==> src/rtl/exec_sequencer.sv <==
// exec_sequencer: fixed-schedule instruction sequencer (RD_A, RD_B, EXEC, WB) over a shared
// register memory and ALU. Optional macro SEQ_SAME_ADDR_SKIP_EN skips RD_B when addr1 == addr2.
module exec_sequencer #(
  parameter logic [15:0] WB_MASK = 16'h3FFF,
  parameter int          ADDR_W  = 5,
  parameter int          DATA_W  = 8
) (
  input  logic              clk,
  input  logic              rst_n,
  input  logic              ins_valid,
  output logic              ins_ready,
  input  logic [3:0]        ins_opcode,
  input  logic [ADDR_W-1:0] ins_addr1,
  input  logic [ADDR_W-1:0] ins_addr2,
  input  logic [ADDR_W-1:0] ins_addr3,
  input  logic [DATA_W-1:0] ins_load_number,
  output logic [ADDR_W-1:0] mem_addr,
  output logic              mem_we,
  output logic [DATA_W-1:0] mem_wdata,
  input  logic [DATA_W-1:0] mem_rdata,
  output logic [3:0]        alu_opcode,
  output logic [DATA_W-1:0] alu_a,
  output logic [DATA_W-1:0] alu_b,
  output logic [DATA_W-1:0] alu_load_number,
  input  logic [DATA_W-1:0] alu_out,
  input  logic [3:0]        alu_flag,
  output logic [DATA_W-1:0] result,
  output logic [3:0]        flag,
  output logic              busy,
  output logic              done
);

  typedef enum logic [2:0] {
    IDLE = 3'd0,
    RD_A = 3'd1,
    RD_B = 3'd2,
    EXEC = 3'd3,
    WB   = 3'd4
  } state_t;

  state_t            state;
  logic [ADDR_W-1:0] addr2;
  logic [ADDR_W-1:0] addr3;
`ifdef SEQ_SAME_ADDR_SKIP_EN
  logic              same_addr;
`endif

  // Sequencer FSM; mem_addr is loaded one state early so every output is a plain register.
  always_ff @(posedge clk or negedge rst_n) begin
    if (!rst_n) begin
      state           <= IDLE;
      addr2           <= '0;
      addr3           <= '0;
`ifdef SEQ_SAME_ADDR_SKIP_EN
      same_addr       <= 1'b0;
`endif
      ins_ready       <= 1'b0;
      mem_addr        <= '0;
      mem_we          <= 1'b0;
      mem_wdata       <= '0;
      alu_opcode      <= 4'd0;
      alu_a           <= '0;
      alu_b           <= '0;
      alu_load_number <= '0;
      result          <= '0;
      flag            <= 4'd0;
      busy            <= 1'b0;
      done            <= 1'b0;
    end else begin
      case (state)
        IDLE: begin
          mem_we <= 1'b0;
          done   <= 1'b0;
          if (ins_valid && ins_ready) begin
            alu_opcode      <= ins_opcode;
            alu_load_number <= ins_load_number;
            addr2           <= ins_addr2;
            addr3           <= ins_addr3;
`ifdef SEQ_SAME_ADDR_SKIP_EN
            same_addr       <= (ins_addr1 == ins_addr2);
`endif
            mem_addr        <= ins_addr1;
            ins_ready       <= 1'b0;
            busy            <= 1'b1;
            state           <= RD_A;
          end else begin
            ins_ready <= 1'b1;
            busy      <= 1'b0;
          end
        end
        RD_A: begin
          alu_a <= mem_rdata;
`ifdef SEQ_SAME_ADDR_SKIP_EN
          if (same_addr) begin
            alu_b <= mem_rdata;
            state <= EXEC;
          end else begin
            mem_addr <= addr2;
            state    <= RD_B;
          end
`else
          mem_addr <= addr2;
          state    <= RD_B;
`endif
        end
        RD_B: begin
          alu_b <= mem_rdata;
          state <= EXEC;
        end
        EXEC: begin
          // Write data is taken from alu_out directly so it equals result during WB.
          result    <= alu_out;
          flag      <= alu_flag;
          mem_addr  <= addr3;
          mem_wdata <= alu_out;
          mem_we    <= WB_MASK[alu_opcode];
          done      <= 1'b1;
          state     <= WB;
        end
        WB: begin
          mem_we    <= 1'b0;
          done      <= 1'b0;
          busy      <= 1'b0;
          ins_ready <= 1'b1;
          state     <= IDLE;
        end
        default: begin
          mem_we    <= 1'b0;
          done      <= 1'b0;
          busy      <= 1'b0;
          ins_ready <= 1'b0;
          state     <= IDLE;
        end
      endcase
    end
  end

endmodule

==> config.mk <==
export PLATFORM = sky130hd
export DESIGN_NAME = exec_sequencer
export DESIGN_NICKNAME = d
export VERILOG_FILES = /design/src/rtl/exec_sequencer.sv
export SDC_FILE = /design/constraint.sdc
export NUM_CORES = 1
export LEC_CHECK = 0
export BUFFER_PORTS_ARGS = -buffer_cell sky130_fd_sc_hd__buf_2
export CELL_PAD_IN_SITES_DETAIL_PLACEMENT = 1
export CELL_PAD_IN_SITES_GLOBAL_PLACEMENT = 2
export CORE_ASPECT_RATIO = 0.5
export CORE_MARGIN = 5
export CORE_UTILIZATION = 30
export DETAILED_ROUTE_END_ITERATION = 8
export HOLD_SLACK_MARGIN = 0.03
export PLACE_DENSITY_LB_ADDON = 0.1
export SYNTH_ARGS = -nofsm -noshare
export SYNTH_HDL_FRONTEND = slang
export SYNTH_SLANG_ARGS = --single-unit
==> constraint.sdc <==
create_clock -name clk -period 1.8 [get_ports clk]
set_input_delay 0.09 -clock clk [delete_from_list [all_inputs] [get_ports clk]]
set_output_delay 0.09 -clock clk [all_outputs]
set_load 0.02 [all_outputs]
---- After elaboration in Yosys (flattened, before gate mapping) ----
Memories as Yosys holds them, arrays and structs flattened.
Index checks and enable logic that the tools add are counted.
cells by class
  $lt $le $gt $ge ......................... 1
  equal/unequal tests ..................... 5
  mux-type cells .......................... 11
  reductions and logical operators ........ 7
operators with widths
  kind                  count
  $pmux W5 S3           1
  $pmux W3 S4           1
  $eq A3 B2 Y1 const B  2
  $pmux W1 S2           3
  $lt A4 B5 Y1 const B  1
  $mux W5               1
  $reduce_and A2 Y1     2
  $eq A3 B1 Y1 const B  1
  $eq A3 B3 Y1 const B  1
  $logic_not A3 Y1      1
  $mux W1               3
  $mux W3               1
  $pmux W1 S3           1
  $reduce_bool A3 Y1    1
  $reduce_or A3 Y1      1
  $ne A2 B2 Y1 const B  1
  $reduce_or A2 Y1      1
  $logic_and A1 B1 Y1   1
word-level totals
  flip-flop bits (word level) ............. 62
  bits in read-only memories .............. 16
  input port bits ......................... 50
  logic and storage cells ................. 39
  memories ................................ 1
memories
  memory           depth  width  read ports  clocked after Yosys merged registers in  wr ports  RTL line  text
  (no name shown)  16     1      1           0                                        0         116       mem_we <= WB_MASK[alu_opcode];

---- Depth between registers and ports, before layout ----
Gate-level depths: netlist of run 1.
  depth in word-level cells ............... 3
  mapped depth ............................ 6
  depth with buffers taken out ............ 4

---- Least setup slack after synthesis of run 1 ----
Ideal clock, no wire load.
  path kind ............................... flip-flop to flip-flop
  start ................................... register state[0]
  end ..................................... register alu_load_number[2]
  setup time .............................. 127 ps
  arrival ................................. 1377 ps
  path slack .............................. 295 ps
  cell stages (with the launch flop) ...... 6
  buffers on the path ..................... 3
  path through ............................ dfrtp_1 buf_4 nor4_4 buf_6 buf_6 mux2_1
between the ends
  cells in the longest elaborated chain, start to end .. 2
RTL lines
  item                                RTL line  text
  start, declared                     41        state_t state;
  start signal, assigned              51        state <= IDLE;
  start signal, assigned              85        state <= RD_A;
  start signal, assigned              103       state <= RD_B;
  $logic_not A3 Y1                    70        case (state)
  $reduce_and A2 Y1 (no source line)  n/a
  end signal, assigned                76        alu_load_number <= ins_load_number;
  end, declared                       24        output logic [DATA_W-1:0] alu_load_number,
No other way between the ends.
A chain may end at the register's enable or synchronous reset.

---- Final worst setup path of run 1 ----
  start ................................... register state[0]
  end ..................................... register addr3[3]
between the ends
  cells in the longest elaborated chain, start to end .. 2
RTL lines
  item                                RTL line  text
  $logic_not A3 Y1                    70
  $reduce_and A2 Y1 (no source line)  n/a
  end signal, assigned                78        addr3 <= ins_addr3;
  end, declared                       43        logic [ADDR_W-1:0] addr3;
No other way between the ends.

==> run_summary.xml, run 1 <==
<?xml version="1.0" encoding="UTF-8"?>
<metrics>
  <group name="timing">
    <metric name="report.final.setup_viol" unit="">0</metric>
    <metric name="tightest_slew" unit="ns">0.6204</metric>
    <metric name="finalHoldWorstSlack" unit="ns">0.1709</metric>
    <metric name="slew_viol_final" unit="">0</metric>
    <metric name="post-route-min-period" unit="ns">1.582</metric>
    <metric name="fmaxAchievable" unit="MHz">632.0</metric>
    <metric name="timing_hold_violations_final" unit="">0</metric>
    <metric name="setup_tns" unit="ns">0</metric>
    <metric name="grt_setup_unrepaired" unit="">false</metric>
    <metric name="skew" unit="ns">0.004666</metric>
    <metric name="slew_headroom" unit="">0.5864</metric>
    <metric name="final_min_period_over_clock_period" unit="">0.8790</metric>
  </group>
  <group name="placed_design">
    <metric name="io_buffers" unit="">106</metric>
    <metric name="gp_routability_congestion" unit="">0.7157</metric>
    <metric name="dpl.hpwl" unit="um">4531</metric>
  </group>
  <group name="detailed_routing">
    <metric name="drt.antenna.violating_nets" unit="">0</metric>
    <metric name="wl_per_cell" unit="um">14.84</metric>
    <metric name="dr.pass1.iters" unit="">2</metric>
    <metric name="vias" unit="">1897</metric>
    <metric name="drc" unit="">0</metric>
    <metric name="wirelength" unit="um">6485</metric>
    <metric name="drt_iter0_markers" unit="">16</metric>
    <metric name="vias_per_cell" unit="">4.341</metric>
  </group>
  <group name="critical_path">
    <metric name="rr_worst_depth" unit="">3</metric>
    <metric name="worst-setup-path-type" unit="">reg2reg</metric>
    <metric name="worst_path_largest_cell_delay" unit="ns">0.49</metric>
    <metric name="worst_ep_arrival" unit="ns">1.79</metric>
    <metric name="timing.critical_path.to_type" unit="">flop</metric>
    <metric name="startpoint_type" unit="">flop</metric>
    <metric name="cp_data_required_time" unit="ns">2.01</metric>
    <metric name="timing.critical_path.cells" unit="">nor4_4 -&gt; buf_4 -&gt; mux2_2</metric>
    <metric name="critical_path_peak_fanout" unit="">19</metric>
    <metric name="critical-path-slowest-cell" unit="">dfrtp_1</metric>
  </group>
  <group name="global_route">
    <metric name="grt_first_pass_wirelength" unit="um">10980</metric>
    <metric name="initial_antenna_violation_count" unit="">0</metric>
    <metric name="maximum_number_of_pins_on_one_net_before_global_route_repair" unit="">39</metric>
    <metric name="vias_in_the_first_global_route" unit="">2198</metric>
    <metric name="overflow" unit="">0</metric>
    <metric name="grt.total_usage" unit="">0.1365</metric>
  </group>
  <group name="clocking">
    <metric name="cts_made_buffers" unit="">9</metric>
    <metric name="cts_hold_buf" unit="">48</metric>
    <metric name="post-cts-setup-buffers" unit="">0</metric>
    <metric name="insertion_delay_to_the_later_sink_of_the_worst_skew_pair" unit="ns">0.32</metric>
    <metric name="tritoncts_clock_tree" unit="">yes</metric>
    <metric name="clk_pin_slew" unit="ns">0.05</metric>
    <metric name="max-clock-path-buffers" unit="">2</metric>
    <metric name="cts_resized" unit="">0</metric>
    <metric name="cts.htree.levels" unit="">3</metric>
    <metric name="clock_sinks" unit="">62</metric>
    <metric name="cts-root-buf" unit="">clkbuf_16</metric>
  </group>
  <group name="synthesis">
    <metric name="count_of_synthesis_stage_warnings_from_yosys" unit="">0</metric>
    <metric name="ys_seq_area_frac" unit="">0.6169</metric>
    <metric name="ys_ff_latch" unit="">62</metric>
    <metric name="postSynthAreaPerCell" unit="sq um">15.33</metric>
    <metric name="post_synth_instance_area" unit="sq um">2515</metric>
    <metric name="syn_nets" unit="">214</metric>
    <metric name="yosys.cell_types.count" unit="">24</metric>
    <metric name="post_synth_inst_count" unit="">164</metric>
  </group>
  <group name="floorplanning">
    <metric name="core_area" unit="sq um">8087</metric>
    <metric name="placement_rows" unit="">23</metric>
    <metric name="initial_utilization" unit="">0.3110</metric>
    <metric name="floorplan_die_height" unit="um">74.74</metric>
    <metric name="design.portCount" unit="">107</metric>
    <metric name="die_width" unit="um">139.5</metric>
    <metric name="dieArea" unit="sq um">10430</metric>
  </group>
  <group name="layout">
    <metric name="postLayoutCoreUtil" unit="">0.4868</metric>
    <metric name="final_nets" unit="">370</metric>
    <metric name="multi_input_area" unit="sq um">819.5</metric>
    <metric name="mostFrequentLayoutCell" unit="">buf_2</metric>
    <metric name="antenna_cells_inserted" unit="">0</metric>
    <metric name="drive_above_1_share" unit="">0.5508</metric>
    <metric name="layout.area.seq" unit="sq um">1551</metric>
    <metric name="most-common-layout-cells" unit="">106 x buf_2, 62 x dfrtp_1, 48 x dlygate4sd3_1, 47 x mux2_2, 9 x clkbuf_16</metric>
    <metric name="layout-area-overhead-vs-synth" unit="%">56.52</metric>
    <metric name="fillerInstances" unit="">862</metric>
  </group>
  <group name="outcome">
    <metric name="run_status" unit="">finished, final reports clean</metric>
  </group>
  <group name="min_path">
    <metric name="hold_path_class" unit="">in2reg</metric>
    <metric name="timing.hold.worst_path_depth" unit="">3</metric>
  </group>
  <group name="flow_run">
    <metric name="maxCapViolations" unit="">0</metric>
  </group>
  <group name="power">
    <metric name="ir_drop" unit="mV">0.8294</metric>
    <metric name="power_per_cell_area" unit="nW/um^2">1956</metric>
    <metric name="leakage" unit="nW">1.871</metric>
  </group>
</metrics>
-- Yosys cell counts (all sizes together) --
cell type   n  area share
a211oi      1      0.0030
mux2       50        0.22
o21bai      1      0.0030
nand3       2      0.0040
nor2        9       0.016
mux2i       5       0.020
nor3        1      0.0065
buf        16       0.052
a21oi       1      0.0020
a22o        1      0.0035
inv         3      0.0055
o31a        1      0.0035
nor4        1      0.0085
a221o       5       0.020
dfrtp      62        0.62
nand2       2      0.0030
nand2b      1      0.0025
a21o        1      0.0030
xnor2       1      0.0035
-- power breakdown --
group	internal, W	switching [W]
clock	0.00132	0.000580
sequential	0.00211	0.000444
combinational	0.00148	0.00176
total	0.00491	0.00279
-- registers in the layout (all words and copies together) (netlist names) --
| name | cells |
|---|---|
| alu_load_number | 8 |
| flag | 4 |
| alu_b | 8 |
| alu_opcode | 4 |
| done | 1 |
| mem_addr | 5 |
| busy | 1 |
| alu_a | 8 |
| addr2 | 5 |
| addr3 | 5 |
| result | 8 |
| state | 3 |
| ins_ready | 1 |
| mem_we | 1 |
-- layout make-up --
| class | instances | share of cell area |
|---|---|---|
| multi-input combinational | 83 | 0.2082 |
| clock inverter | 3 | 0.01653 |
| timing repair buffer | 161 | 0.2734 |
| inverter | 3 | 0.003496 |
| tap | 112 | 0.03560 |
| sequential | 62 | 0.3942 |
| clock buffer | 13 | 0.06866 |
-- logic make-up after synthesis --
family          Yosys count  synth area share
xor+xnor                  1          0.003483
simple gates             16           0.04080
flops                    62            0.6169
buf+inv                  19           0.05721
compound gates           11           0.03781
mux                      55            0.2438
-- critical path: cells and delay by family, from the launching register on --
kind / cells / cell delay [ns]
and+or+nand+nor: 1 / 0.31
DFF: 1 / 0.49
muxes: 1 / 0.36
buffers and inverters: 1 / 0.30
-- path summary, 6_finish.rpt --
| path | startpoint | to | slack [ns] |
|---|---|---|---|
| max in group asynchronous | rst_n | alu_b[3]$_DFFE_PN0P_ | 0.85 |
| worst max-delay path | state[0]$_DFFE_PN0P_ | addr3[3]$_DFFE_PN0P_ | 0.22 |
| worst min-delay path | ins_valid | state[0]$_DFFE_PN0P_ | 0.17 |
| worst min register to register | done$_DFFE_PN0N_ | done$_DFFE_PN0N_ | 0.47 |
| worst max register to register | state[0]$_DFFE_PN0P_ | addr3[3]$_DFFE_PN0P_ | 0.22 |
| min in group asynchronous | rst_n | result[6]$_DFFE_PN0N_ | 0.32 |
-- metal layers --
layer	wire length (um)	vias up	global-route usage
met5	0	-	0
met4	60	0	0.03579
met3	652	6	0.07424
met2	3200	70	0.2342
met1	2572	939	0.1520
li1	-	882	-
-- stage by stage --
| step | area [sq um] | std cells | setup slack [ns] | total power, W |
|---|---|---|---|---|
| floorplan | 2515 | 164 | 0.2954 | 0.004857 |
| global placement | 3120 | 373 | 0.2526 | 0.005705 |
| detailed placement | 3120 | 373 | 0.2015 | 0.005801 |
| CTS | 3936 | 437 | 0.2036 | 0.007840 |
| global route | 3936 | 437 | 0.1208 | 0.008226 |
| finish | 3936 | 437 | 0.2178 | 0.007697 |
(Power assumes the default switching activity.)
==> inputs of run 2 (changes only) <==
--- a/config.mk
+++ b/config.mk
@@ -10,7 +10,7 @@
 export CELL_PAD_IN_SITES_GLOBAL_PLACEMENT = 2
 export CORE_ASPECT_RATIO = 0.5
 export CORE_MARGIN = 5
-export CORE_UTILIZATION = 30
+export CORE_UTILIZATION = 27
 export DETAILED_ROUTE_END_ITERATION = 8
 export HOLD_SLACK_MARGIN = 0.03
 export PLACE_DENSITY_LB_ADDON = 0.1
==> constraint.sdc (replaced) <==
create_clock -name clk -period 1.3 [get_ports clk]
set_input_delay 0.065 -clock clk [delete_from_list [all_inputs] [get_ports clk]]
set_output_delay 0.065 -clock clk [all_outputs]
set_load 0.02 [all_outputs]
==> run_summary.xml, run 2 (synthesis gave the netlist of run 1 again) <==
<?xml version="1.0" encoding="UTF-8"?>
<metrics>
  <group name="layout">
    <metric name="antenna_cells_inserted" unit="">0</metric>
    <metric name="most-common-layout-cells" unit="">106 x buf_2, 60 x dfrtp_1, 48 x dlygate4sd3_1, 28 x mux2_4, 22 x mux2_2</metric>
    <metric name="final-instance-count-excl-fill" unit="">461</metric>
    <metric name="final_nets" unit="">389</metric>
    <metric name="mostFrequentLayoutCell" unit="">buf_2</metric>
    <metric name="design_area" unit="sq um">4307</metric>
    <metric name="layout-area-overhead-vs-synth" unit="%">71.24</metric>
    <metric name="drive_above_1_share" unit="">0.6017</metric>
  </group>
  <group name="detailed_routing">
    <metric name="wirelength" unit="um">7006</metric>
    <metric name="vias_per_cell" unit="">4.273</metric>
    <metric name="wl_per_cell" unit="um">15.20</metric>
    <metric name="drt_iter0_markers" unit="">31</metric>
    <metric name="vias" unit="">1970</metric>
    <metric name="drt.antenna.violating_nets" unit="">0</metric>
    <metric name="drc" unit="">0</metric>
    <metric name="dr.pass1.iters" unit="">4</metric>
  </group>
  <group name="global_route">
    <metric name="initial_antenna_violation_count" unit="">0</metric>
    <metric name="grt_first_pass_wirelength" unit="um">11390</metric>
    <metric name="grt.total_usage" unit="">0.1253</metric>
    <metric name="overflow" unit="">0</metric>
    <metric name="vias_in_the_first_global_route" unit="">2220</metric>
    <metric name="maximum_number_of_pins_on_one_net_before_global_route_repair" unit="">22</metric>
  </group>
  <group name="outcome">
    <metric name="violated_checks" unit="">negative setup slack</metric>
    <metric name="run_status" unit="">complete, but fails checks</metric>
  </group>
  <group name="timing">
    <metric name="skew" unit="ns">0.006289</metric>
    <metric name="report.final.setup_viol" unit="">45</metric>
    <metric name="post-route-worst-setup-slack" unit="ns">-0.1755</metric>
    <metric name="slew_viol_final" unit="">0</metric>
    <metric name="grt_setup_unrepaired" unit="">true</metric>
    <metric name="post-route-min-period" unit="ns">1.475</metric>
    <metric name="fmaxAchievable" unit="MHz">677.7</metric>
    <metric name="slew_headroom" unit="">0.7004</metric>
    <metric name="tightest_slew" unit="ns">0.4494</metric>
    <metric name="final_min_period_over_clock_period" unit="">1.135</metric>
    <metric name="timing_hold_violations_final" unit="">0</metric>
  </group>
  <group name="min_path">
    <metric name="hold_path_class" unit="">in2reg</metric>
  </group>
  <group name="floorplanning">
    <metric name="die_width" unit="um">146.5</metric>
    <metric name="design.portCount" unit="">107</metric>
    <metric name="initial_utilization" unit="">0.2829</metric>
    <metric name="core_area" unit="sq um">8889</metric>
    <metric name="placement_rows" unit="">24</metric>
    <metric name="dieArea" unit="sq um">11460</metric>
    <metric name="floorplan_die_height" unit="um">78.25</metric>
  </group>
  <group name="clocking">
    <metric name="cts_made_buffers" unit="">9</metric>
    <metric name="cts.htree.levels" unit="">3</metric>
    <metric name="max-clock-path-buffers" unit="">2</metric>
    <metric name="clock_sinks" unit="">62</metric>
    <metric name="cts-root-buf" unit="">clkbuf_16</metric>
    <metric name="clk_pin_slew" unit="ns">0.05</metric>
    <metric name="tritoncts_clock_tree" unit="">yes</metric>
    <metric name="insertion_delay_to_the_later_sink_of_the_worst_skew_pair" unit="ns">0.32</metric>
  </group>
  <group name="critical_path">
    <metric name="startpoint_type" unit="">flop</metric>
    <metric name="worst_ep_arrival" unit="ns">1.68</metric>
    <metric name="cp_data_required_time" unit="ns">1.51</metric>
    <metric name="timing.critical_path.to_type" unit="">flop</metric>
    <metric name="critical_path_peak_fanout" unit="">9</metric>
    <metric name="worst-setup-path-type" unit="">reg2reg</metric>
  </group>
  <group name="power">
    <metric name="total_power" unit="W">0.01172</metric>
    <metric name="power_per_cell_area" unit="nW/um^2">2721</metric>
    <metric name="ir_drop" unit="mV">0.8923</metric>
    <metric name="leakage" unit="nW">2.096</metric>
  </group>
  <group name="placed_design">
    <metric name="place_area" unit="sq um">3336</metric>
    <metric name="place.detailed.instances" unit="">388</metric>
    <metric name="gp_routability_congestion" unit="">0.7361</metric>
    <metric name="detailedPlace.worstSlack" unit="ns">-0.2508</metric>
    <metric name="dpl.hpwl" unit="um">4779</metric>
    <metric name="io_buffers" unit="">106</metric>
  </group>
  <group name="flow_run">
    <metric name="maxCapViolations" unit="">0</metric>
  </group>
</metrics>
[run 2: final cells by class]
class / instances / area (sq um)
Clock buffer: 12 / 246.5
Clock inverter: 4 / 70.07
Fill cell: 928 / 4582
Inverter: 3 / 13.76
Multi-Input combinational cell: 83 / 954.7
Sequential cell: 62 / 1554
Tap cell: 117 / 146.4
Timing Repair Buffer: 180 / 1321
[run 2: report_power, final]
group | switching [W] | internal [W]
clock network | 0.000802 | 0.00172
logic | 0.00278 | 0.00290
registers | 0.000580 | 0.00293
total | 0.00416 | 0.00756
[run 2: timing repair]
item	in CTS	in global routing
gates cloned	1	1
buffers inserted	7	0
gates resized for setup	13	10
pin swaps	4	1
endpoints found under the hold margin	76	0
setup endpoints to repair	56	58
hold buffers	48	0
[run 2: metrics by stage]
stage / utilization / hold slack [ns] / setup TNS, ns
5_1_grt: 0.4845 / 0.1506 / -8.254
3_5_place_dp: 0.3753 / 0.03866 / -7.606
6_report: 0.4845 / 0.1574 / -5.205
2_1_floorplan: - / -0.2306 / -5.080
3_3_place_gp: 0.3753 / 0.03435 / -5.735
4_1_cts: 0.4778 / 0.1373 / -5.385
[run 2: layer usage]
metal | vias up | wire [um] | GRT usage
met2 | 64 | 3475 | 0.2084
met3 | 7 | 532 | 0.06329
met4 | 0 | 45 | 0.03377
met1 | 975 | 2953 | 0.1452
li1 | 924 | - | -
met5 | - | 0 | 0
[run 2: critical path, cell delays in order, from the launching register on]
cell,delay [ns]
dfrtp_2,0.38
nand2_4,0.07
nor4_4,0.26
buf_6,0.17
buf_12,0.14
mux2_2,0.34
[run 2: worst paths after layout]
| path | startpoint | end | slack, ns | depth (start not counted) |
|---|---|---|---|---|
| worst max register to register | ins_ready$_DFFE_PN0N_ | alu_load_number[0]$_DFFE_PN0P_ | -0.18 | 5 |
| min in group asynchronous | rst_n | addr2[3]$_DFFE_PN0P_ | 0.22 | 2 |
| max in group asynchronous | rst_n | alu_opcode[2]$_DFFE_PN0P_ | 0.58 | 3 |
| worst max-delay path | ins_ready$_DFFE_PN0N_ | alu_load_number[0]$_DFFE_PN0P_ | -0.18 | 5 |
| worst min register to register | done$_DFFE_PN0N_ | done$_DFFE_PN0N_ | 0.47 | 1 |
| worst min-delay path | ins_valid | state[0]$_DFFE_PN0P_ | 0.16 | 4 |
==> inputs of run 3 (changes only) <==
--- a/config.mk
+++ b/config.mk
@@ -14,6 +14,7 @@
 export DETAILED_ROUTE_END_ITERATION = 8
 export HOLD_SLACK_MARGIN = 0.03
 export PLACE_DENSITY_LB_ADDON = 0.1
+export SKIP_LAST_GASP = 1
 export SYNTH_ARGS = -nofsm -noshare
 export SYNTH_HDL_FRONTEND = slang
 export SYNTH_SLANG_ARGS = --single-unit
==> run_summary.xml, run 3 (synthesis gave the netlist of run 1 again) <==
<?xml version="1.0" encoding="UTF-8"?>
<metrics>
  <group name="outcome">
    <metric name="run_status" unit="">complete, but fails checks</metric>
    <metric name="violated_checks" unit="">negative setup slack</metric>
  </group>
  <group name="clocking">
    <metric name="max-clock-path-buffers" unit="">2</metric>
    <metric name="cts-root-buf" unit="">clkbuf_16</metric>
    <metric name="clk_pin_slew" unit="ns">0.05</metric>
    <metric name="cts.htree.levels" unit="">3</metric>
    <metric name="insertion_delay_to_the_later_sink_of_the_worst_skew_pair" unit="ns">0.32</metric>
    <metric name="tritoncts_clock_tree" unit="">yes</metric>
    <metric name="cts_made_buffers" unit="">9</metric>
    <metric name="clock_sinks" unit="">62</metric>
  </group>
  <group name="detailed_routing">
    <metric name="drc" unit="">0</metric>
    <metric name="wl_per_cell" unit="um">15.05</metric>
    <metric name="wirelength" unit="um">6937</metric>
    <metric name="drt.antenna.violating_nets" unit="">0</metric>
    <metric name="detailroute.wirelength.met2" unit="um">3415</metric>
    <metric name="vias_per_cell" unit="">4.217</metric>
    <metric name="uppermost_metal_layer_occupied_by_signal_nets" unit="">met4</metric>
    <metric name="drt_iter0_markers" unit="">39</metric>
    <metric name="met3RoutedLength" unit="um">529</metric>
    <metric name="met1_wire_length" unit="um">2947</metric>
    <metric name="vias" unit="">1944</metric>
    <metric name="dr.pass1.iters" unit="">4</metric>
  </group>
  <group name="timing">
    <metric name="grt_setup_unrepaired" unit="">true</metric>
    <metric name="post-route-min-period" unit="ns">1.471</metric>
    <metric name="slew_headroom" unit="">0.7016</metric>
    <metric name="tightest_slew" unit="ns">0.4476</metric>
    <metric name="slew_viol_final" unit="">0</metric>
    <metric name="timing_hold_violations_final" unit="">0</metric>
    <metric name="post-route-worst-setup-slack" unit="ns">-0.1714</metric>
    <metric name="report.final.setup_viol" unit="">45</metric>
    <metric name="fmaxAchievable" unit="MHz">679.6</metric>
    <metric name="final_min_period_over_clock_period" unit="">1.132</metric>
    <metric name="skew" unit="ns">0.006582</metric>
    <metric name="finalHoldWorstSlack" unit="ns">0.1565</metric>
  </group>
  <group name="flow_run">
    <metric name="maxCapViolations" unit="">0</metric>
  </group>
  <group name="global_route">
    <metric name="maximum_number_of_pins_on_one_net_before_global_route_repair" unit="">22</metric>
    <metric name="grt.total_usage" unit="">0.1253</metric>
    <metric name="grt_first_pass_wirelength" unit="um">11390</metric>
    <metric name="overflow" unit="">0</metric>
    <metric name="vias_in_the_first_global_route" unit="">2221</metric>
    <metric name="initial_antenna_violation_count" unit="">0</metric>
  </group>
  <group name="layout">
    <metric name="fillerInstances" unit="">925</metric>
    <metric name="multi_input_area" unit="sq um">939.7</metric>
    <metric name="drive_above_1_share" unit="">0.6017</metric>
    <metric name="layout.area.seq" unit="sq um">1554</metric>
    <metric name="postLayoutCoreUtil" unit="">0.4828</metric>
    <metric name="most-common-layout-cells" unit="">106 x buf_2, 60 x dfrtp_1, 48 x dlygate4sd3_1, 26 x mux2_2, 24 x mux2_4</metric>
    <metric name="layout-area-overhead-vs-synth" unit="%">70.65</metric>
    <metric name="final_nets" unit="">389</metric>
    <metric name="antenna_cells_inserted" unit="">0</metric>
    <metric name="mostFrequentLayoutCell" unit="">buf_2</metric>
  </group>
  <group name="critical_path">
    <metric name="cp_data_required_time" unit="ns">1.51</metric>
    <metric name="critPathTopFamily" unit="">flip-flops</metric>
    <metric name="worst_path_largest_cell_delay" unit="ns">0.38</metric>
    <metric name="worst-setup-path-type" unit="">reg2reg</metric>
    <metric name="cp_buf_inv_count" unit="">2</metric>
    <metric name="worst_ep_arrival" unit="ns">1.68</metric>
    <metric name="timing.critical_path.to_type" unit="">flop</metric>
    <metric name="critical_path_peak_fanout" unit="">8</metric>
    <metric name="critical-path-slowest-cell" unit="">dfrtp_2</metric>
    <metric name="timing.critical_path.cells" unit="">nand2_4 -&gt; nor4_4 -&gt; buf_6 -&gt; clkbuf_16 -&gt; mux2_2</metric>
    <metric name="startpoint_type" unit="">flop</metric>
  </group>
  <group name="placed_design">
    <metric name="dpl.hpwl" unit="um">4779</metric>
    <metric name="gp_routability_congestion" unit="">0.7361</metric>
    <metric name="io_buffers" unit="">106</metric>
  </group>
  <group name="power">
    <metric name="power_switching" unit="W">0.004135</metric>
    <metric name="leakage" unit="nW">2.082</metric>
    <metric name="power.share.clock" unit="">0.216</metric>
    <metric name="internal-power" unit="W">0.007514</metric>
    <metric name="power_frac_comb" unit="">0.483</metric>
    <metric name="p_sw_frac" unit="">0.3550</metric>
    <metric name="ir_drop" unit="mV">0.8943</metric>
    <metric name="sequentialPowerShare" unit="">0.301</metric>
    <metric name="power_per_cell_area" unit="nW/um^2">2714</metric>
  </group>
  <group name="floorplanning">
    <metric name="core_area" unit="sq um">8889</metric>
    <metric name="die_width" unit="um">146.5</metric>
    <metric name="placement_rows" unit="">24</metric>
    <metric name="dieArea" unit="sq um">11460</metric>
    <metric name="floorplan_die_height" unit="um">78.25</metric>
    <metric name="initial_utilization" unit="">0.2829</metric>
    <metric name="design.portCount" unit="">107</metric>
  </group>
  <group name="min_path">
    <metric name="hold_path_class" unit="">in2reg</metric>
  </group>
</metrics>
-- run 3: cell counts in the layout (fill, tap and decap cells not counted) --
No cell type changed its count.
-- run 3: routing by layer --
metal | vias up | track usage
met4 | 0 | 0.03377
met3 | 7 | 0.06329
met2 | 62 | 0.2084
li1 | 920 | -
met5 | - | 0
met1 | 955 | 0.1452
-- run 3: timing repair --
item,in CTS,in global routing
cloned,1,1
buffers inserted,7,0
endpoints found under the setup margin,56,58
gates resized for setup,11,8
hold buffers,48,0
pin swaps,4,1
hold endpoints to repair,76,0
-- run 3: worst paths after layout --
| path | end | from | slack, ns | depth (start not counted) |
|---|---|---|---|---|
| hold / removal | state[0]$_DFFE_PN0P_ | ins_valid | 0.16 | 4 |
| min in group asynchronous | addr2[3]$_DFFE_PN0P_ | rst_n | 0.22 | 2 |
| max in group asynchronous | alu_opcode[2]$_DFFE_PN0P_ | rst_n | 0.58 | 3 |
| setup / recovery | addr2[3]$_DFFE_PN0P_ | ins_ready$_DFFE_PN0N_ | -0.17 | 5 |
| setup reg to reg | addr2[3]$_DFFE_PN0P_ | ins_ready$_DFFE_PN0N_ | -0.17 | 5 |
| hold reg to reg | done$_DFFE_PN0N_ | done$_DFFE_PN0N_ | 0.47 | 1 |
-- run 3: stage by stage --
step | TNS, ns | cell area [sq um] | instances | setup WS (ns) | total power (W)
after floorplan | -5.080 | 2599 | 164 | -0.1959 | 0.007064
after global placement | -5.735 | 3336 | 388 | -0.1925 | 0.008558
after detailed placement | -7.606 | 3336 | 388 | -0.2508 | 0.008687
after CTS | -5.399 | 4235 | 460 | -0.1794 | 0.01168
after global routing | -8.349 | 4292 | 461 | -0.2526 | 0.01235
final | -5.277 | 4292 | 461 | -0.1714 | 0.01165
-- run 3: power by group through the flow --
stage          registers, W  logic (W)  clock network, W
6_report            0.00351    0.00562           0.00252
5_1_grt             0.00364    0.00599           0.00271
4_1_cts             0.00351    0.00556           0.00261
3_5_place_dp        0.00351    0.00517                 0
3_3_place_gp        0.00348    0.00508                 0
2_1_floorplan       0.00439    0.00268                 0
-- run 3: final cells by class --
class | instances | area share
clock inverters | 4 | 0.01633
well taps | 117 | 0.03411
flip-flops and latches | 62 | 0.3621
clock buffers | 12 | 0.05743
multi-input cells | 83 | 0.2190
inverters | 3 | 0.003207
repair buffers | 180 | 0.3079
-- run 3: worst reg2reg max path, cell delays in order (launching register included) --
cell	delay, ns
dfrtp_2	0.38
nand2_4	0.07
nor4_4	0.26
buf_6	0.17
clkbuf_16	0.15
mux2_2	0.32
